==> src/rtl/fmmu_multi_map.sv <==
`default_nettype none
// +----------------------------------------------------------------------------+
// | Module   : fmmu_multi_map                                                   |
// | Purpose  : Maps a logical datagram window onto N_CH FMMU channels, emitting |
// |            one physical segment per overlapping channel in channel order.   |
// | Revision : 1.0  initial release                                             |
// +----------------------------------------------------------------------------+
module fmmu_multi_map #(
  parameter int N_CH    = 4,
  parameter int LADDR_W = 32,
  parameter int PADDR_W = 16,
  parameter int LEN_W   = 16,
  localparam int c_CH_W = (N_CH > 1) ? $clog2(N_CH) : 1
) (
  input  logic               clk,
  input  logic               RST,
  // channel configuration
  input  logic               cfg_we,
  input  logic [c_CH_W-1:0]  cfg_ch,
  input  logic               cfg_en,
  input  logic [LADDR_W-1:0] cfg_lstart,
  input  logic [LEN_W-1:0]   cfg_llen,
  input  logic [PADDR_W-1:0] cfg_pstart,
  output logic               cfg_ready,
  // datagram request
  input  logic [LADDR_W-1:0] sub_address,
  input  logic [LEN_W-1:0]   sub_len,
  input  logic               subdv,
  output logic               req_ready,
  // segment stream
  output logic [PADDR_W-1:0] bus_address,
  output logic [LEN_W-1:0]   fmmu_map_address_len,
  output logic [LEN_W-1:0]   seg_offset,
  output logic [c_CH_W-1:0]  seg_ch,
  output logic               seg_valid,
  input  logic               seg_ready,
  // completion
  output logic               done,
  output logic               miss
);

  localparam int c_SUM_W = LADDR_W + 1;

  typedef enum logic [1:0] {
    S_IDLE = 2'd0,
    S_SCAN = 2'd1,
    S_EMIT = 2'd2,
    S_DONE = 2'd3
  } state_t;

  state_t r_state;
  state_t w_state_nxt;

  // channel configuration registers
  logic               r_cfg_en     [N_CH];
  logic [LADDR_W-1:0] r_cfg_lstart [N_CH];
  logic [LEN_W-1:0]   r_cfg_llen   [N_CH];
  logic [PADDR_W-1:0] r_cfg_pstart [N_CH];

  // captured request and scan bookkeeping
  logic [LADDR_W-1:0] r_req_addr;
  logic [LEN_W-1:0]   r_req_len;
  logic [c_CH_W-1:0]  r_ch_idx;
  logic               r_hit_any;

  // registered segment outputs
  logic [PADDR_W-1:0] r_bus;
  logic [LEN_W-1:0]   r_seg_len;
  logic [LEN_W-1:0]   r_seg_off;
  logic [c_CH_W-1:0]  r_seg_ch;
  logic               r_done;
  logic               r_miss;

  logic               w_idle;
  logic               w_req_acc;
  logic               w_cfg_wr;
  logic               w_last;

  // selected channel and overlap arithmetic
  logic               w_sel_en;
  logic [LADDR_W-1:0] w_sel_lstart;
  logic [LEN_W-1:0]   w_sel_llen;
  logic [PADDR_W-1:0] w_sel_pstart;
  logic [c_SUM_W-1:0] w_a;
  logic [c_SUM_W-1:0] w_a_end;
  logic [c_SUM_W-1:0] w_s;
  logic [c_SUM_W-1:0] w_s_end;
  logic [c_SUM_W-1:0] w_lo;
  logic [c_SUM_W-1:0] w_hi;
  logic               w_hit;
  logic [PADDR_W-1:0] w_bus;
  logic [LEN_W-1:0]   w_seg_len;
  logic [LEN_W-1:0]   w_seg_off;

  assign w_idle    = (r_state == S_IDLE);
  assign w_req_acc = w_idle && subdv;
  assign w_cfg_wr  = w_idle && cfg_we;
  assign w_last    = (r_ch_idx == c_CH_W'(N_CH - 1));

  // Config writes share the IDLE window with requests, so a write landing on the
  // accept edge is already visible when the first channel is scanned.
  always_ff @(posedge clk) begin
    if (RST) begin
      for (int i = 0; i < N_CH; i++) begin
        r_cfg_en[i]     <= 1'b0;
        r_cfg_lstart[i] <= '0;
        r_cfg_llen[i]   <= '0;
        r_cfg_pstart[i] <= '0;
      end
    end else if (w_cfg_wr) begin
      for (int i = 0; i < N_CH; i++) begin
        if (int'(cfg_ch) == i) begin
          r_cfg_en[i]     <= cfg_en;
          r_cfg_lstart[i] <= cfg_lstart;
          r_cfg_llen[i]   <= cfg_llen;
          r_cfg_pstart[i] <= cfg_pstart;
        end
      end
    end
  end

  assign w_sel_en     = r_cfg_en[r_ch_idx];
  assign w_sel_lstart = r_cfg_lstart[r_ch_idx];
  assign w_sel_llen   = r_cfg_llen[r_ch_idx];
  assign w_sel_pstart = r_cfg_pstart[r_ch_idx];

  // One extra bit keeps window ends from wrapping past the top of logical space.
  always_comb begin
    w_a       = {1'b0, r_req_addr};
    w_a_end   = w_a + c_SUM_W'(r_req_len);
    w_s       = {1'b0, w_sel_lstart};
    w_s_end   = w_s + c_SUM_W'(w_sel_llen);
    w_lo      = (w_a > w_s) ? w_a : w_s;
    w_hi      = (w_a_end < w_s_end) ? w_a_end : w_s_end;
    w_hit     = w_sel_en && (r_req_len != '0) && (w_sel_llen != '0) && (w_lo < w_hi);
    w_bus     = w_sel_pstart + PADDR_W'(w_lo - w_s);
    w_seg_len = LEN_W'(w_hi - w_lo);
    w_seg_off = LEN_W'(w_lo - w_a);
  end

  always_ff @(posedge clk) begin
    if (RST) begin
      r_state <= S_IDLE;
    end else begin
      r_state <= w_state_nxt;
    end
  end

  always_comb begin
    w_state_nxt = r_state;
    case (r_state)
      S_IDLE: begin
        if (w_req_acc) begin
          w_state_nxt = S_SCAN;
        end
      end
      S_SCAN: begin
        if (w_hit) begin
          w_state_nxt = S_EMIT;
        end else if (w_last) begin
          w_state_nxt = S_DONE;
        end
      end
      S_EMIT: begin
        if (seg_ready) begin
          w_state_nxt = w_last ? S_DONE : S_SCAN;
        end
      end
      S_DONE: begin
        w_state_nxt = S_IDLE;
      end
      default: begin
        w_state_nxt = S_IDLE;
      end
    endcase
  end

  // Datapath: the channel index only advances after a channel is fully
  // resolved (miss in SCAN, or handshake in EMIT).
  always_ff @(posedge clk) begin
    if (RST) begin
      r_req_addr <= '0;
      r_req_len  <= '0;
      r_ch_idx   <= '0;
      r_hit_any  <= 1'b0;
      r_bus      <= '0;
      r_seg_len  <= '0;
      r_seg_off  <= '0;
      r_seg_ch   <= '0;
      r_done     <= 1'b0;
      r_miss     <= 1'b0;
    end else begin
      r_done <= (r_state == S_DONE);
      r_miss <= (r_state == S_DONE) && !r_hit_any;
      case (r_state)
        S_IDLE: begin
          if (w_req_acc) begin
            r_req_addr <= sub_address;
            r_req_len  <= sub_len;
            r_ch_idx   <= '0;
            r_hit_any  <= 1'b0;
          end
        end
        S_SCAN: begin
          if (w_hit) begin
            r_bus     <= w_bus;
            r_seg_len <= w_seg_len;
            r_seg_off <= w_seg_off;
            r_seg_ch  <= r_ch_idx;
            r_hit_any <= 1'b1;
          end else if (!w_last) begin
            r_ch_idx <= r_ch_idx + c_CH_W'(1);
          end
        end
        S_EMIT: begin
          if (seg_ready && !w_last) begin
            r_ch_idx <= r_ch_idx + c_CH_W'(1);
          end
        end
        default: begin
        end
      endcase
    end
  end

  assign req_ready            = w_idle;
  assign cfg_ready            = w_idle;
  assign seg_valid            = (r_state == S_EMIT);
  assign bus_address          = r_bus;
  assign fmmu_map_address_len = r_seg_len;
  assign seg_offset           = r_seg_off;
  assign seg_ch               = r_seg_ch;
  assign done                 = r_done;
  assign miss                 = r_miss;

endmodule
`default_nettype wire

==> config.mk <==
export PLATFORM = sky130hd
export DESIGN_NAME = fmmu_multi_map
export DESIGN_NICKNAME = d
export VERILOG_FILES = /design/src/rtl/fmmu_multi_map.sv
export SDC_FILE = /design/constraint.sdc
export NUM_CORES = 1
export LEC_CHECK = 0
export CELL_PAD_IN_SITES_DETAIL_PLACEMENT = 0
export CELL_PAD_IN_SITES_GLOBAL_PLACEMENT = 2
export CORE_AREA = 2 2 243 245
export DETAILED_ROUTE_END_ITERATION = 6
export DIE_AREA = 0 0 245 247
export PLACE_DENSITY = 0.85
export SYNTH_ARGS = -nofsm -noshare
export SYNTH_HDL_FRONTEND = slang
export SYNTH_SLANG_ARGS = --single-unit
==> constraint.sdc <==
create_clock -name clk -period 11 [get_ports clk]
set_clock_uncertainty 0.2 [all_clocks]
set_input_delay 1.65 -clock clk [delete_from_list [all_inputs] [get_ports clk]]
set_output_delay 1.65 -clock clk [all_outputs]
set_load 0.02 [all_outputs]
==> key figures <==
Status
  • Status: complete, no violations

CTS
  • Later-pin clock latency in the skew report: 0.57 ns
  • Clk pin slew, worst setup/hold paths: 0.06 ns
  • Post_cts resized: 0
  • Clock root buffer master: clkbuf_16
  • Hold Buf Count CTS: 0
  • TritonCTS clock tree: yes
  • Post-CTS Setup Bufs: 0
  • Number of buffers created by CTS: 41
  • Clock sinks: roughly 370
  • H-Tree Depth: 2
  • CTS max path bufs: 3

Logic synthesis
  • Syn avg cell area: around 11 µm²
  • Sequential element share of the synthesized area: 0.4344
  • Syn nets: 2,460
  • Post-synth EDFFs: 260
  • Predominant post-synthesis flop cell: edfxtp_1
  • Yosys cell types: 76
  • Yosys Warn Count: 0
  • #FFs+latches synth: between 300 and 400
  • Ys async rst share: 0
  • Cell area after synthesis: 22,900 µm²
  • Gate Count Post-Synth: between 2,000 and 2,500

Detailed routing
  • Vias: ~16,000
  • Pre-Repair DR Iteration Count: 5
  • Wire length per cell: 20.50 µm
  • Via density: around 5.3
  • Routed Antenna Nets: 0
  • DRC viols: 0
  • DR iter-0 viols: 930
  • Overall routed net length: 63,490 µm

Pwr
  • P_sw: 0.002912 W
  • Pwr/cell area: 256.6 nW/µm²
  • Worst vdd ir: 0.1262 mV
  • P_int: 0.003916 W
  • Sw frac: 0.4265
  • Seq pwr share: 0.264
  • Clk pwr share: 0.184
  • Logic gate share of total power: 0.552
  • Leak: 10.53 nW

Placement
  • Port Buf Inserts: 174
  • GPL Wtd Cong: just over 0.9
  • DP Wirelength: 46,100 µm

Setup path
  • Delay-heaviest family, CP: compound AO/OA/AOI/OAI gates
  • Largest fanout on the critical path: 63
  • Cell with the largest stage delay on the worst path: nor3_2
  • Nature of the critical path startpoint: register
  • Reg2reg setup slack: about 0.9 ns
  • CP Capture Type: register
  • Worst Path Required: 11.29 ns
  • Sum of buffers and inverters on the critical path: 4
  • Worst Path Arrival: 10.42 ns
  • Peak per-stage delay on the critical path: roughly 0.86 ns
  • Critical path type: reg -> reg

Timing
  • Pins Over Slew Limit: 0
  • Fin Setup TNS: 0 ns
  • Slew HR: 0.1950
  • Final Hold Viols: 0
  • Unrepaired setup endpoints after global routing: false
  • Post-route minimum period: ~10 ns
  • Final Cycle Share: 0.9204
  • Worst-margin pin slew: 1.201 ns
  • F_max: 98.78 MHz
  • Final setup violation count: 0

Die
  • Initial Utilization: 0.3932
  • Die Span Y: approximately 250 µm
  • Die W: 245 µm
  • Full die area: 60,520 µm²
  • FP Rows: 89
  • Top-level I/O count: 175
  • Total core area: 58,240 µm²

Cells and area
  • Multi-input gate area: 11,910 µm²
  • Layout area overhead: 16.19%
  • Layout cells sized above 1: 0.08480
  • Nets@finish: 2,612
  • Register area: 9955 µm²
  • Util after Layout: 0.4569
  • Filler cell count in the final layout: 5,389

Job
  • Max cap viols: 0

Min path
  • Worst min path class: reg -> reg

Global route
  • Vias in the first global route: 16,130
  • Total Routing Usage GR: 0.2078
  • First-pass GRT wire length: 95,090 µm
  • Largest net degree at the start of global routing: 77
  • Initial antenna violation count: 1
  • Grt ovf: 0
==> worst reg2reg max path, delay by kind of cell, from the launching register on <==
kind            cells  cell delay, ns
fa+ha+maj           3            0.99
xor+xnor            1            0.23
simple gates        8            1.85
buf+inv             4            1.34
mux                 3            1.63
flops               1            0.79
compound gates     11            3.01
==> cell type report <==
class	count	share of cell area
antenna	1	0.00009404
clock buffer	53	0.04105
clock inverter	19	0.003903
inverter	178	0.02511
multi-input combinational	1513	0.4477
sequential	367	0.3741
tap	773	0.03635
timing repair buffer	193	0.07166
==> stage by stage <==
stage               cell area (µm²)  instances  hold WS, ns  power (W)  setup slack [ns]
floorplan                     22900       2142       0.2151   0.004521             2.429
global placement              25410       3024       0.2331   0.005571             1.087
detailed placement            25410       3024       0.2379   0.005609            0.8896
CTS                           26610       3096       0.2469   0.006882            0.8388
global route                  26610       3097       0.2598   0.007338            0.2967
finish                        26610       3097       0.2428   0.006828            0.8761
==> cell families after synthesis <==
| family | count (synthesis) | share of synthesized area |
|---|---|---|
| buffers and inverters | 262 | 0.04851 |
| AND/OR/NAND/NOR | 713 | 0.1665 |
| flip-flops | 367 | 0.4344 |
| AO/OA/AOI/OAI | 370 | 0.1025 |
| multiplexers | 142 | 0.09856 |
| adder cells (fa/ha/maj) | 198 | 0.1144 |
| XOR/XNOR | 90 | 0.03502 |
==> state kept, by name, summed over array words and instances (netlist names), named ones only <==
| signal | cells |
|---|---|
| seg_ch | 2 |
| fmmu_map_address_len | 16 |
| r_req_len | 16 |
| r_req_addr | 32 |
| seg_offset | 16 |
| done | 1 |
| r_ch_idx | 2 |
| r_state | 2 |
| r_cfg_llen | 64 |
| r_hit_any | 1 |
| bus_address | 16 |
| miss | 1 |
| r_cfg_pstart | 64 |
| r_cfg_lstart | 128 |
| r_cfg_en | 4 |
==> placed cells by master, fill, tap and decap left out, types with 10 or more instances in the layout <==
cell type,instances
edfxtp_1,260
o31ai_1,13
nand4_1,23
nand3_1,31
and2_1,268
clkdlybuf4s50_1,173
inv_1,177
fa_1,19
o211ai_1,11
mux4_2,62
mux2i_1,68
o21ai_0,76
clkinv_2,11
nand2_1,162
and3_1,10
xnor2_1,71
buf_4,18
nor4_1,18
nor2b_1,14
o21a_1,29
nand2b_1,22
a21o_1,26
clkbuf_16,41
a21oi_1,131
ha_1,179
xor2_1,18
dfxtp_1,105
nor2_1,90
nor3_1,23
nor2_2,11
==> power by group through the flow <==
stage,Sequential (W),Clock (W),Combinational (W)
after floorplan,0.00179,0,0.00273
after CTS,0.00181,0.00128,0.00379
final,0.00180,0.00125,0.00377
after detailed placement,0.00183,0,0.00377
after global routing,0.00182,0.00134,0.00418
after global placement,0.00183,0,0.00375
==> path summary, 6_finish.rpt <==
kind,start,to,cells past startpoint
worst max-delay path,register,fmmu_map_address_len[6],30
worst min-delay path,r_hit_any,miss,1
worst max register to register,register,fmmu_map_address_len[6],30
worst min register to register,r_hit_any,miss,1
==> synth_stat cells (18+ instances only) <==
cell type / instances / share of area
xnor2_1: 71 / 0.027
inv_1: 177 / 0.029
nand2_1: 162 / 0.027
nand2b_1: 22 / 0.0060
clkbuf_1: 62 / 0.010
o21ai_0: 80 / 0.017
and2_1: 268 / 0.073
a21oi_1: 131 / 0.029
dfxtp_1: 107 / 0.094
mux2i_1: 68 / 0.030
nand3_1: 31 / 0.0068
xor2_1: 18 / 0.0069
nor4_1: 18 / 0.0049
a21o_1: 26 / 0.0085
nand4_1: 23 / 0.0063
o21a_1: 29 / 0.0095
nor2_1: 92 / 0.015
ha_1: 179 / 0.098
edfxtp_1: 260 / 0.34
nor3_1: 26 / 0.0057
fa_1: 19 / 0.017
mux4_2: 62 / 0.061
==> metal layers <==
metal  up-vias  global-route usage  share of wire
li1       7924                   -              -
met1      7962              0.2864           0.46
met2       422              0.3374           0.46
met3        84             0.03549          0.058
met4         0             0.05685          0.024
met5         -                   0              0
No activity file was read; power rests on OpenSTA's default activity.
